$ cat src/rtl/segment_ex_mem_hs.sv
// EX->MEM pipeline segment with valid/ready flow control, flush and optional skid entry.
// State updates on the falling clock edge; the MEM side always sees the main entry.
module segment_ex_mem_hs #(
  parameter int DATA_W = 192,
  parameter int RR_W   = 4,
  parameter int CTRL_W = 6,
  parameter int SKID   = 1,
  parameter int CNT_W  = 16
) (
  input  logic              clk,
  input  logic              rst_n,
  input  logic              flush,
  input  logic              in_valid,
  output logic              in_ready,
  input  logic [CTRL_W-1:0] ctrl_in,
  input  logic [DATA_W-1:0] alu_in,
  input  logic [DATA_W-1:0] mux1_in,
  input  logic [RR_W-1:0]   rr_in,
  output logic              out_valid,
  input  logic              out_ready,
  output logic [CTRL_W-1:0] ctrl_out,
  output logic [DATA_W-1:0] alu_out,
  output logic [DATA_W-1:0] mux1_out,
  output logic [RR_W-1:0]   rr_out,
  output logic [CNT_W-1:0]  stall_cnt
);

  typedef enum logic [1:0] {
    ST_EMPTY = 2'd0,
    ST_ONE   = 2'd1,
    ST_TWO   = 2'd2
  } state_t;

  function automatic logic [CNT_W-1:0] sat_inc(input logic [CNT_W-1:0] v);
    if (v == {CNT_W{1'b1}}) return v;
    return v + {{(CNT_W-1){1'b0}}, 1'b1};
  endfunction

  state_t state_q, state_d;

  logic [CTRL_W-1:0] main_ctrl_q, main_ctrl_d;
  logic [DATA_W-1:0] main_alu_q,  main_alu_d;
  logic [DATA_W-1:0] main_mux1_q, main_mux1_d;
  logic [RR_W-1:0]   main_rr_q,   main_rr_d;

  logic [CTRL_W-1:0] skid_ctrl_q, skid_ctrl_d;
  logic [DATA_W-1:0] skid_alu_q,  skid_alu_d;
  logic [DATA_W-1:0] skid_mux1_q, skid_mux1_d;
  logic [RR_W-1:0]   skid_rr_q,   skid_rr_d;

  logic [CNT_W-1:0]  stall_cnt_q, stall_cnt_d;

  logic accept;
  logic consume;

  assign accept  = in_valid & in_ready;
  assign consume = out_valid & out_ready;

  // State register: every entry is lost on reset.
  always_ff @(negedge clk or negedge rst_n) begin
    if (!rst_n) begin
      state_q     <= ST_EMPTY;
      main_ctrl_q <= '0;
      main_alu_q  <= '0;
      main_mux1_q <= '0;
      main_rr_q   <= '0;
      skid_ctrl_q <= '0;
      skid_alu_q  <= '0;
      skid_mux1_q <= '0;
      skid_rr_q   <= '0;
      stall_cnt_q <= '0;
    end else begin
      state_q     <= state_d;
      main_ctrl_q <= main_ctrl_d;
      main_alu_q  <= main_alu_d;
      main_mux1_q <= main_mux1_d;
      main_rr_q   <= main_rr_d;
      skid_ctrl_q <= skid_ctrl_d;
      skid_alu_q  <= skid_alu_d;
      skid_mux1_q <= skid_mux1_d;
      skid_rr_q   <= skid_rr_d;
      stall_cnt_q <= stall_cnt_d;
    end
  end

  // Next-state: flush overrides any handshake in the same edge.
  always_comb begin
    state_d = state_q;
    if (flush) begin
      state_d = ST_EMPTY;
    end else begin
      case (state_q)
        ST_EMPTY: if (accept) state_d = ST_ONE;
        ST_ONE: begin
          if (consume && !accept) state_d = ST_EMPTY;
          else if (accept && !consume && (SKID != 0)) state_d = ST_TWO;
        end
        ST_TWO:   if (consume) state_d = ST_ONE;
        default:  state_d = ST_EMPTY;
      endcase
    end
  end

  // Entry data: stale payload is kept on flush; only the valid state is cleared.
  always_comb begin
    main_ctrl_d = main_ctrl_q;
    main_alu_d  = main_alu_q;
    main_mux1_d = main_mux1_q;
    main_rr_d   = main_rr_q;
    skid_ctrl_d = skid_ctrl_q;
    skid_alu_d  = skid_alu_q;
    skid_mux1_d = skid_mux1_q;
    skid_rr_d   = skid_rr_q;
    if (!flush) begin
      if ((state_q == ST_EMPTY && accept) || (state_q == ST_ONE && accept && consume)) begin
        main_ctrl_d = ctrl_in;
        main_alu_d  = alu_in;
        main_mux1_d = mux1_in;
        main_rr_d   = rr_in;
      end else if (state_q == ST_ONE && accept) begin
        skid_ctrl_d = ctrl_in;
        skid_alu_d  = alu_in;
        skid_mux1_d = mux1_in;
        skid_rr_d   = rr_in;
      end else if (state_q == ST_TWO && consume) begin
        main_ctrl_d = skid_ctrl_q;
        main_alu_d  = skid_alu_q;
        main_mux1_d = skid_mux1_q;
        main_rr_d   = skid_rr_q;
      end
    end
  end

  always_comb begin
    stall_cnt_d = stall_cnt_q;
    if (out_valid && !out_ready) stall_cnt_d = sat_inc(stall_cnt_q);
  end

  // Outputs: with the skid entry, in_ready depends only on registered state.
  always_comb begin
    out_valid = (state_q != ST_EMPTY);
    if (SKID != 0) in_ready = (state_q != ST_TWO);
    else           in_ready = (state_q == ST_EMPTY) | out_ready;
    ctrl_out  = out_valid ? main_ctrl_q : '0;
    alu_out   = main_alu_q;
    mux1_out  = main_mux1_q;
    rr_out    = main_rr_q;
    stall_cnt = stall_cnt_q;
  end

endmodule

$ cat config.mk
export PLATFORM = sky130hd
export DESIGN_NAME = segment_ex_mem_hs
export DESIGN_NICKNAME = d
export VERILOG_FILES = /design/src/rtl/segment_ex_mem_hs.sv
export SDC_FILE = /design/constraint.sdc
export NUM_CORES = 1
export LEC_CHECK = 0
export CAP_MARGIN = 20
export CELL_PAD_IN_SITES_DETAIL_PLACEMENT = 1
export CELL_PAD_IN_SITES_GLOBAL_PLACEMENT = 1
export CORE_AREA = 2 2 320 322
export DETAILED_ROUTE_END_ITERATION = 16
export DIE_AREA = 0 0 322 324
export DONT_BUFFER_PORTS = 1
export PLACE_DENSITY_LB_ADDON = 0.1
export SYNTH_ARGS = -nofsm -noshare
export SYNTH_HDL_FRONTEND = slang
export SYNTH_SLANG_ARGS = --single-unit
$ cat constraint.sdc
create_clock -name clk -period 3.6 [get_ports clk]
set_input_delay 0.54 -clock clk [delete_from_list [all_inputs] [get_ports clk]]
set_output_delay 0.54 -clock clk [all_outputs]
set_load 0.02 [all_outputs]
* After elaboration in Yosys (flattened, before gate mapping)
Index checks and enable logic that the tools add are counted.
Storage, ports and cells: register bits after elaboration 806, bits of input ports 399, output and inout port bits 412, word-level logic and storage cells 64
Cells by class: $add $sub $neg 1, equality and inequality tests 9, mux-type cells 22, bitwise gates (word level) 4, reduce and logical (&&, ||, !) cells 18
Operators with widths (count):
- $mux 192 | 6
- $mux 6 | 4
- $add 16x1->16 const B | 1
- $eq 16x16->1 const B | 1
- $mux 16 | 1
- $mux 4 | 3
- $mux 2 | 5
- $reduce_and 3->1 | 3
- $logic_and 1x1->1 | 7
- $ne 3x3->1 const B | 2
- $pmux 2 s3 | 1
- $ne 2x2->1 const B | 2
- $ne 4x4->1 const B | 1
- $reduce_bool 2->1 | 2
- $logic_not 1->1 | 3
- $and 1x1->1 | 2
- $eq 2x1->1 const B | 1
- $eq 2x2->1 const B | 1
- $logic_not 2->1 | 1
- $mux 1 | 2
- $ne 2x1->1 const B | 1
- $not 1->1 | 2
- $reduce_and 2->1 | 1
- $logic_or 1x1->1 | 1

* Logic depth before layout (Yosys ltp)
Gate-level depths: netlist (run 1).
depth after elaboration 8, mapped depth 6

==> impl_metrics.csv, run 1 <==
group,metric,value,unit
final_layout,nNetsFinal,2673,
worst_setup_path,path_class,"in2async",
floorplanning,io_pins,811,
floorplanning,dieWidth,322,um
synth,ys_ff_latch,806,
route,totalWireLength,99100,um
worst_setup_path,startpoint_type,"input port",
synth,ys_async_sr_fraction,100,%
cts,cts.sinks,806,
synth,syn-num-nets,2599,
place,routabilityCongestion,0.781,
place,portBuffers,0,
timing,tns,-1565850,ps
timing,relSlewSlack,-421,%
synth,ys_seq_area_share,57.8,%
route,wl_per_cell,27.0,um
route,vias,18900,
synth,synth-edff-count,0,
timing,tightest_slew,7810,ps
pwr,p_total,30500,uW
final_layout,post-route-util,39.8,%
cts,h-tree-depth,3,
synth,syn_avg_cell_area,15.9,um2
outcome,violations,"slew limit, setup timing",
final_layout,instances_no_fill,3672,
route,avgViaCountPerCell,5.15,
timing,setup_ws,-3640,ps
synth,yosysUniqueCellTypes,39,
cts,cts_tree,"built",
pwr,p_per_area,758,nW/um2
outcome,run_status,"complete, but fails checks",
pwr,ir_drop,0.364,mV
grt,grt_use_total,18.6,%
synth,yosys_warnings,0,
cts,clockBufferDepth,3,
timing,hold_viol,0,
final_layout,drive_above_1_share,61.9,%
run,cap_violations,0,
worst_setup_path,end_kind,"async pin",
timing,hold_ws,447,ps
cts,clockRootBuffer,"clkbuf_16",
floorplanning,chipHeight,324,um
worst_setup_path,r2r_cells,5,
cts,cts_made_buffers,94,
worst_setup_path,cp_num_cells,0,
pwr,p_leak,0.0171,uW
route,drt_iter0_markers,636,
worst_setup_path,cp.required,800,ps
grt,grt_overflow,0,
grt,antenna_found_initial,22,
floorplanning,fp-row-count,117,
cts,worstSkewPairLatency,620,ps
synth,mappedNetlistArea,34900,um2
timing,skew,21.0,ps
min_path,min_path_cells,1,
cts,cts.clk_slew.worst_paths,40,ps
synth,syn_inst,2199,
final_layout,layout-area-overhead-vs-synth,15.1,%
timing,rsz0062_at_grt,"true",
floorplanning,core-area,101000,um2
timing,slew_viol_final,719,
floorplanning,initial_utilization,34.6,%
route,drc,0,
worst_setup_path,worstPathMaxFanout,806,
grt,grt_max_degree,807,
place,dpl.hpwl,71700,um
floorplanning,die_area,104000,um2
timing,setup_viol,679,
min_path,hold_class,"reg2reg",
place,place_inst,3486,
route,drtPass1Iterations,4,
synth,ys.flop_type,"dfrtn_1",
grt,grt_pass1_vias,20900,
worst_setup_path,arrival,4440,ps
grt,grt_pass1_wl,144000,um
route,antenna_left,0,
==> logic make-up (layout without fill, tap and decap cells) <==
| family | Yosys count | in the layout | share of synthesized area (%) |
|---|---|---|---|
| adder cells (fa/ha/maj) | 1 | 1 | 0.0358 |
| buffers and inverters | 132 | 280 | 2.52 |
| XOR/XNOR | 11 | 11 | 0.276 |
| multiplexers | 1186 | 1186 | 38.3 |
| flip-flops | 806 | 806 | 57.8 |
| other | 0 | 16 | 0 |
| AO/OA/AOI/OAI | 12 | 12 | 0.272 |
| AND/OR/NAND/NOR | 51 | 51 | 0.860 |
==> through the flow <==
stage               instance area, um2  setup WS [ps]
floorplan                        35200          -63.6
detailed placement               37000           -500
CTS                              40100           -334
global placement                 37000           -504
global route                     40200           -332
finish                           40200          -3640
==> power breakdown <==
group          total (uW)  leakage (uW)  switching, uW  internal (uW)
Sequential          16500       0.00987           4370          12200
Clock                9350       0.00150           3800           5550
Combinational        4600       0.00577           1410           3190
Total               30500        0.0171           9580          20900
==> path summary, 6_finish.rpt <==
check	start	end	slack [ps]
max in group clk	state_q[1]	ctrl_out[5]	-260
worst max-delay path	rst_n	rr_out[2]	-3640
worst max register to register	stall_cnt[3]	stall_cnt[14]	1240
min in group asynchronous	rst_n	skid_mux1_q[168]	1310
worst min-delay path	skid_mux1_q[94]	skid_mux1_q[94]	450
worst min register to register	skid_mux1_q[94]	skid_mux1_q[94]	450
==> sequential cells by signal (all words and copies together), names as in the netlist <==
| name | cells |
|---|---|
| skid_rr_q | 4 |
| main_ctrl_q | 6 |
| skid_mux1_q | 192 |
| rr_out | 4 |
| stall_cnt | 16 |
| mux1_out | 192 |
| alu_out | 192 |
| skid_alu_q | 192 |
| state_q | 2 |
| skid_ctrl_q | 6 |
==> area by class of cell <==
type | count | area, um2
Timing Repair Buffer | 108 | 1360
Clock inverter | 22 | 191
Multi-Input combinational cell | 1261 | 13900
Fill cell | 10000 | 60800
Sequential cell | 806 | 20200
Antenna cell | 16 | 40.0
Tap cell | 1309 | 1640
Clock buffer | 148 | 2850
Inverter | 2 | 7.51
==> what timing repair did <==
item                                    4_1_cts  5_1_grt
gates resized for setup                       7       16
buffers inserted                              0        1
hold endpoints to repair                      0        0
hold buffers                                  0        0
endpoints found under the setup margin       77       53
pin swaps                                     0        1
==> cells in the mapped netlist (4+ instances only) <==
| cell | number | share of area [%] |
|---|---|---|
| nor3_1 | 4 | 0.057 |
| mux2_2 | 1185 | 38 |
| nand2_1 | 9 | 0.097 |
| buf_2 | 46 | 0.66 |
| dfrtn_1 | 806 | 58 |
| buf_6 | 6 | 0.19 |
| nand3_1 | 5 | 0.072 |
| nor2_1 | 8 | 0.086 |
| nor2b_1 | 6 | 0.11 |
| nand4_1 | 5 | 0.090 |
| buf_4 | 73 | 1.6 |
| xor2_1 | 8 | 0.20 |
==> cell usage in the layout (no fill, tap or decap), drive strengths merged, types with 5 or more instances in the layout <==
cell type  synthesis  routed
mux2            1186    1186
xor2               8       8
buf              125     108
dfrtn            806     806
nor2               8       8
inv                2       6
clkbuf             5     148
clkinv             0      14
nand2             10      10
nand3              5       5
diode              0      16
nor2b              7       7
nand4              5       5
==> worst reg2reg max path: stages (launching register included) <==
cell,delay (ps)
dfrtn_1,610
buf_4,210
nand4_1,210
or4_4,620
nor3_1,210
mux2_2,360
==> routing by layer <==
metal	vias to the layer above	wire length, um	global-route usage (%)	share of wire (%)
met5	-	217	0	0.22
met4	30	3580	7.96	3.6
met3	187	12500	10.2	13
met2	602	52000	33.5	52
met1	9985	30800	17.2	31
li1	8104	-	-	-
No activity file was read; power rests on OpenSTA's default activity.
==> run 2: changes to the inputs <==
- CORE_AREA: 2 2 320 322 -> 2 2 313 315
- DIE_AREA: 0 0 322 324 -> 0 0 315 317
- clock period: 3.6 -> 8.3 ns (I/O delays scaled with it)
==> impl_metrics.csv, run 2 (same netlist as run 1, synthesis figures left out) <==
group,metric,value,unit
grt,busiest_layer,"met2",
pwr,p_leak,0.0168,uW
grt,grt_pass1_vias,20600,
worst_setup_path,worstPathCellList,"nor2_1 -> nor2b_1",
worst_setup_path,slowest_delay,670,ps
run,cap_violations,0,
floorplanning,chipHeight,317,um
min_path,min_path_cells,1,
grt,gr-usage-met3,9.93,%
route,avgViaCountPerCell,5.19,
timing,hold_ws,446,ps
cts,cts_tree,"built",
worst_setup_path,crit_slowest_cell,"nor2_1",
timing,rsz0062_at_grt,"false",
cts,clockRootBuffer,"clkbuf_16",
grt,antenna_found_initial,10,
place,dpl.hpwl,69800,um
worst_setup_path,startpoint_type,"register",
pwr,p_per_area,338,nW/um2
cts,post-cts-setup-buffer-count,0,
floorplanning,fp-row-count,114,
pwr,ir_drop,0.159,mV
route,drc,0,
final_layout,drive_above_1_share,60.5,%
grt,grt_use_met2,34.9,%
worst_setup_path,cp.required,7050,ps
route,vias,18600,
worst_setup_path,r2r_cells,5,
cts,cts_resized,0,
worst_setup_path,reg2reg_slack,5710,ps
cts,clockBufferDepth,3,
min_path,hold_class,"reg2reg",
grt,grt_pass1_wl,142000,um
final_layout,layout-area-overhead-vs-synth,13.0,%
final_layout,final_common_cell,"mux2_2",
floorplanning,core-area,96300,um2
grt,met1_usage,18.3,%
floorplanning,io_pins,811,
floorplanning,initial_utilization,36.3,%
grt,grt_overflow,0,
worst_setup_path,arrival,6270,ps
place,portBuffers,0,
timing,relSlewSlack,15.8,%
timing,slew_viol_final,0,
route,drt_iter0_markers,649,
worst_setup_path,end_kind,"primary output",
timing,tightest_slew,1260,ps
grt,grt_use_total,19.2,%
route,totalWireLength,98100,um
worst_setup_path,worstPathMaxFanout,8,
timing,hold_viol,0,
cts,postCtsHoldBufs,0,
floorplanning,die_area,99900,um2
grt,grt_max_degree,807,
final_layout,nNetsFinal,2608,
min_path,hold_path_end,"skid_alu_q[144]",
timing,tns,0,ps
min_path,hp-start,"skid_alu_q[144]",
final_layout,final_cell_mix,"mux2_2, dfrtn_1, clkbuf_16, clkbuf_1, clkbuf_8",
cts,cts_made_buffers,94,
timing,setup_viol,0,
cts,cts.clk_slew.worst_paths,40,ps
cts,worstSkewPairLatency,620,ps
cts,h-tree-depth,3,
route,wl_per_cell,27.4,um
cts,cts.sinks,806,
worst_setup_path,reg2reg_to,"skid_mux1_q[93]",
worst_setup_path,r2r_start,"state_q[1]",
place,routabilityCongestion,0.780,
route,drtPass1Iterations,4,
worst_setup_path,path_class,"reg2out",
timing,skew,15.2,ps
floorplanning,dieWidth,315,um
outcome,run_status,"finished, final reports clean",
route,antenna_left,0,
[run 2: cell count changes in the layout (fill, tap and decap cells not counted), moves of 3 or more]
cell,change
nor2b_4,-6
buf_6,-7
buf_16,+4
nor2b_1,+6
clkbuf_8,+3
buf_4,-38
buf_12,-24
[run 2: metrics by stage]
stage               area [um2]  utilization, %  cells  total power (uW)  setup WS, ps
floorplan                34900               -   2199              8380          1470
global placement         36200            37.6   3384              9050           803
detailed placement       36200            37.6   3384              9210           771
CTS                      39300            40.8   3558             13500           599
global route             39500            41.0   3576             14000           623
finish                   39500            41.0   3579             13300           785
[run 2: area by class of cell]
type / count / area (um2)
Antenna cell: 17 / 42.5
Clock buffer: 152 / 2870
Clock inverter: 22 / 273
Fill cell: 9507 / 56800
Inverter: 2 / 7.51
Multi-Input combinational cell: 1261 / 13900
Sequential cell: 806 / 20200
Tap cell: 1276 / 1600
Timing Repair Buffer: 43 / 628
[run 2: how the worst max path moves through the flow]
stage                    start         endpoint  cells past startpoint
floorplan            out_ready     alu_out[100]                      6
global placement     out_ready  skid_mux1_q[83]                      5
detailed placement   out_ready      alu_out[50]                      5
CTS                 state_q[1]      ctrl_out[3]                      2
global route        state_q[1]      ctrl_out[3]                      2
finish              state_q[1]      ctrl_out[3]                      2
[run 2: power breakdown]
part	total, uW	internal, uW	switching [uW]
clock	4170	2490	1680
sequential	7160	5270	1890
combinational	2000	1330	668
[run 2: worst max-delay path, delay by kind of cell (launching register included)]
kind             cells  cell delay (ps)
AND/OR/NAND/NOR      2             1040
flip-flops           1              450
[run 2: routing by layer]
metal	routed length (um)	up-vias	part of all wire, %
met1	31100	9850	32
li1	-	7982	-
met4	3250	8	3.3
met2	52000	575	53
met3	11700	157	12
met5	58	-	0.059
==> run 3: changes to the inputs <==
- CELL_PAD_IN_SITES_GLOBAL_PLACEMENT: 1 -> 2
- CORE_AREA: 2 2 313 315 -> 2 2 311 313
- DIE_AREA: 0 0 315 317 -> 0 0 313 315
==> impl_metrics.csv, run 3 (same netlist as run 1, synthesis figures left out) <==
group,metric,value,unit
outcome,run_status,"complete, but fails checks",
outcome,violations,"slew limit",
timing,tns,0,ps
pwr,switching_share,30.9,%
cts,postCtsHoldBufs,0,
route,wl_per_cell,27.3,um
timing,hold_viol,0,
worst_setup_path,worstPathMaxFanout,806,
cts,cts.clk_slew.worst_paths,40,ps
cts,post-cts-setup-buffer-count,0,
final_layout,final_common_cell,"mux2_2",
cts,cts_resized,0,
worst_setup_path,cp_num_cells,0,
timing,rsz0062_at_grt,"false",
cts,cts_made_buffers,93,
cts,worstSkewPairLatency,630,ps
final_layout,layout-area-overhead-vs-synth,12.6,%
route,drtPass1Iterations,4,
cts,clockBufferDepth,3,
pwr,p_sw,4110,uW
worst_setup_path,end_kind,"async pin",
grt,grt_pass1_vias,20600,
pwr,p_leak,0.0167,uW
worst_setup_path,startpoint_type,"input port",
cts,cts_tree,"built",
route,drt_iter0_markers,760,
final_layout,seqCellArea,20200,um2
place,routabilityCongestion,0.793,
pwr,internal-power,9200,uW
route,antenna_left,0,
grt,antenna_found_initial,22,
grt,grt_overflow,0,
worst_setup_path,cp.required,4080,ps
timing,setup_ws,836,ps
floorplanning,io_pins,811,
place,dp_slack,741,ps
cts,clockRootBuffer,"clkbuf_16",
pwr,p_clk_share,31.9,%
worst_setup_path,path_class,"in2async",
min_path,min_path_cells,1,
floorplanning,die_area,98600,um2
pwr,seq_power_share,53.8,%
cts,h-tree-depth,3,
final_layout,drive_above_1_share,60.5,%
route,totalWireLength,97200,um
pwr,p_per_area,338,nW/um2
min_path,hold_class,"reg2reg",
timing,relSlewSlack,-167,%
min_path,hp-start,"skid_alu_q[145]",
final_layout,multi_input_area,13900,um2
timing,slew_viol_final,573,
place,dpl.hpwl,67900,um
floorplanning,dieWidth,313,um
final_layout,nNetsFinal,2590,
route,drc,0,
grt,grt_use_total,19.4,%
place,portBuffers,0,
floorplanning,fp-row-count,114,
grt,grt_max_degree,807,
timing,skew,24.9,ps
worst_setup_path,r2r_start,"state_q[0]",
worst_setup_path,reg2reg_slack,5690,ps
grt,grt_pass1_wl,143000,um
route,vias,18500,
route,avgViaCountPerCell,5.18,
final_layout,final_cell_mix,"mux2_2, dfrtn_1, clkbuf_16, clkbuf_8, clkbuf_1",
min_path,hold_path_end,"skid_alu_q[145]",
pwr,p_comb_share,14.3,%
worst_setup_path,r2r_cells,5,
final_layout,fillers,9418,
worst_setup_path,reg2reg_to,"mux1_out[20]",
run,cap_violations,0,
floorplanning,initial_utilization,36.5,%
timing,setup_viol,0,
floorplanning,chipHeight,315,um
timing,tightest_slew,4000,ps
floorplanning,core-area,95700,um2
pwr,ir_drop,0.155,mV
worst_setup_path,arrival,3250,ps
cts,cts.sinks,806,
-- run 3: final cells by class --
type | count | share of cell area (%)
Antenna cell | 32 | 0.204
Sequential cell | 806 | 51.3
Clock inverter | 29 | 1.09
Inverter | 2 | 0.0191
Timing Repair Buffer | 26 | 1.04
Tap cell | 1276 | 4.06
Multi-Input combinational cell | 1261 | 35.3
Clock buffer | 136 | 7.02
-- run 3: worst max-delay path by stage --
stage          startpoint         endpoint
2_1_floorplan   out_ready     alu_out[100]
3_3_place_gp    out_ready  skid_mux1_q[68]
3_5_place_dp    out_ready  skid_mux1_q[76]
4_1_cts        state_q[1]      ctrl_out[4]
5_1_grt        state_q[1]      ctrl_out[4]
6_report            rst_n  skid_alu_q[129]
-- run 3: power groups by stage --
stage / combinational (uW) / sequential, uW / clock [uW]
floorplan: 1700 / 6680 / 0
global placement: 1820 / 7190 / 0
detailed placement: 1940 / 7240 / 0
CTS: 1940 / 7190 / 4400
global route: 2100 / 7330 / 4570
finish: 1910 / 7150 / 4250
-- run 3: metrics by stage --
step	power (uW)	util, %	hold slack [ps]	std cells	instance area (um2)
floorplan	8380	-	433	2199	34900
global placement	9010	37.7	443	3371	36100
detailed placement	9180	37.7	448	3371	36100
CTS	13500	41.0	451	3536	39200
global route	14000	41.1	460	3558	39300
finish	13300	41.1	447	3568	39300
-- run 3: per-layer routing --
metal,part of all wire (%),global-route usage [%],up-vias
li1,-,-,7941
met1,32,19.2,9830
met2,53,34.5,561
met3,11,9.57,151
met4,3.4,8.33,16
met5,0.11,0,-
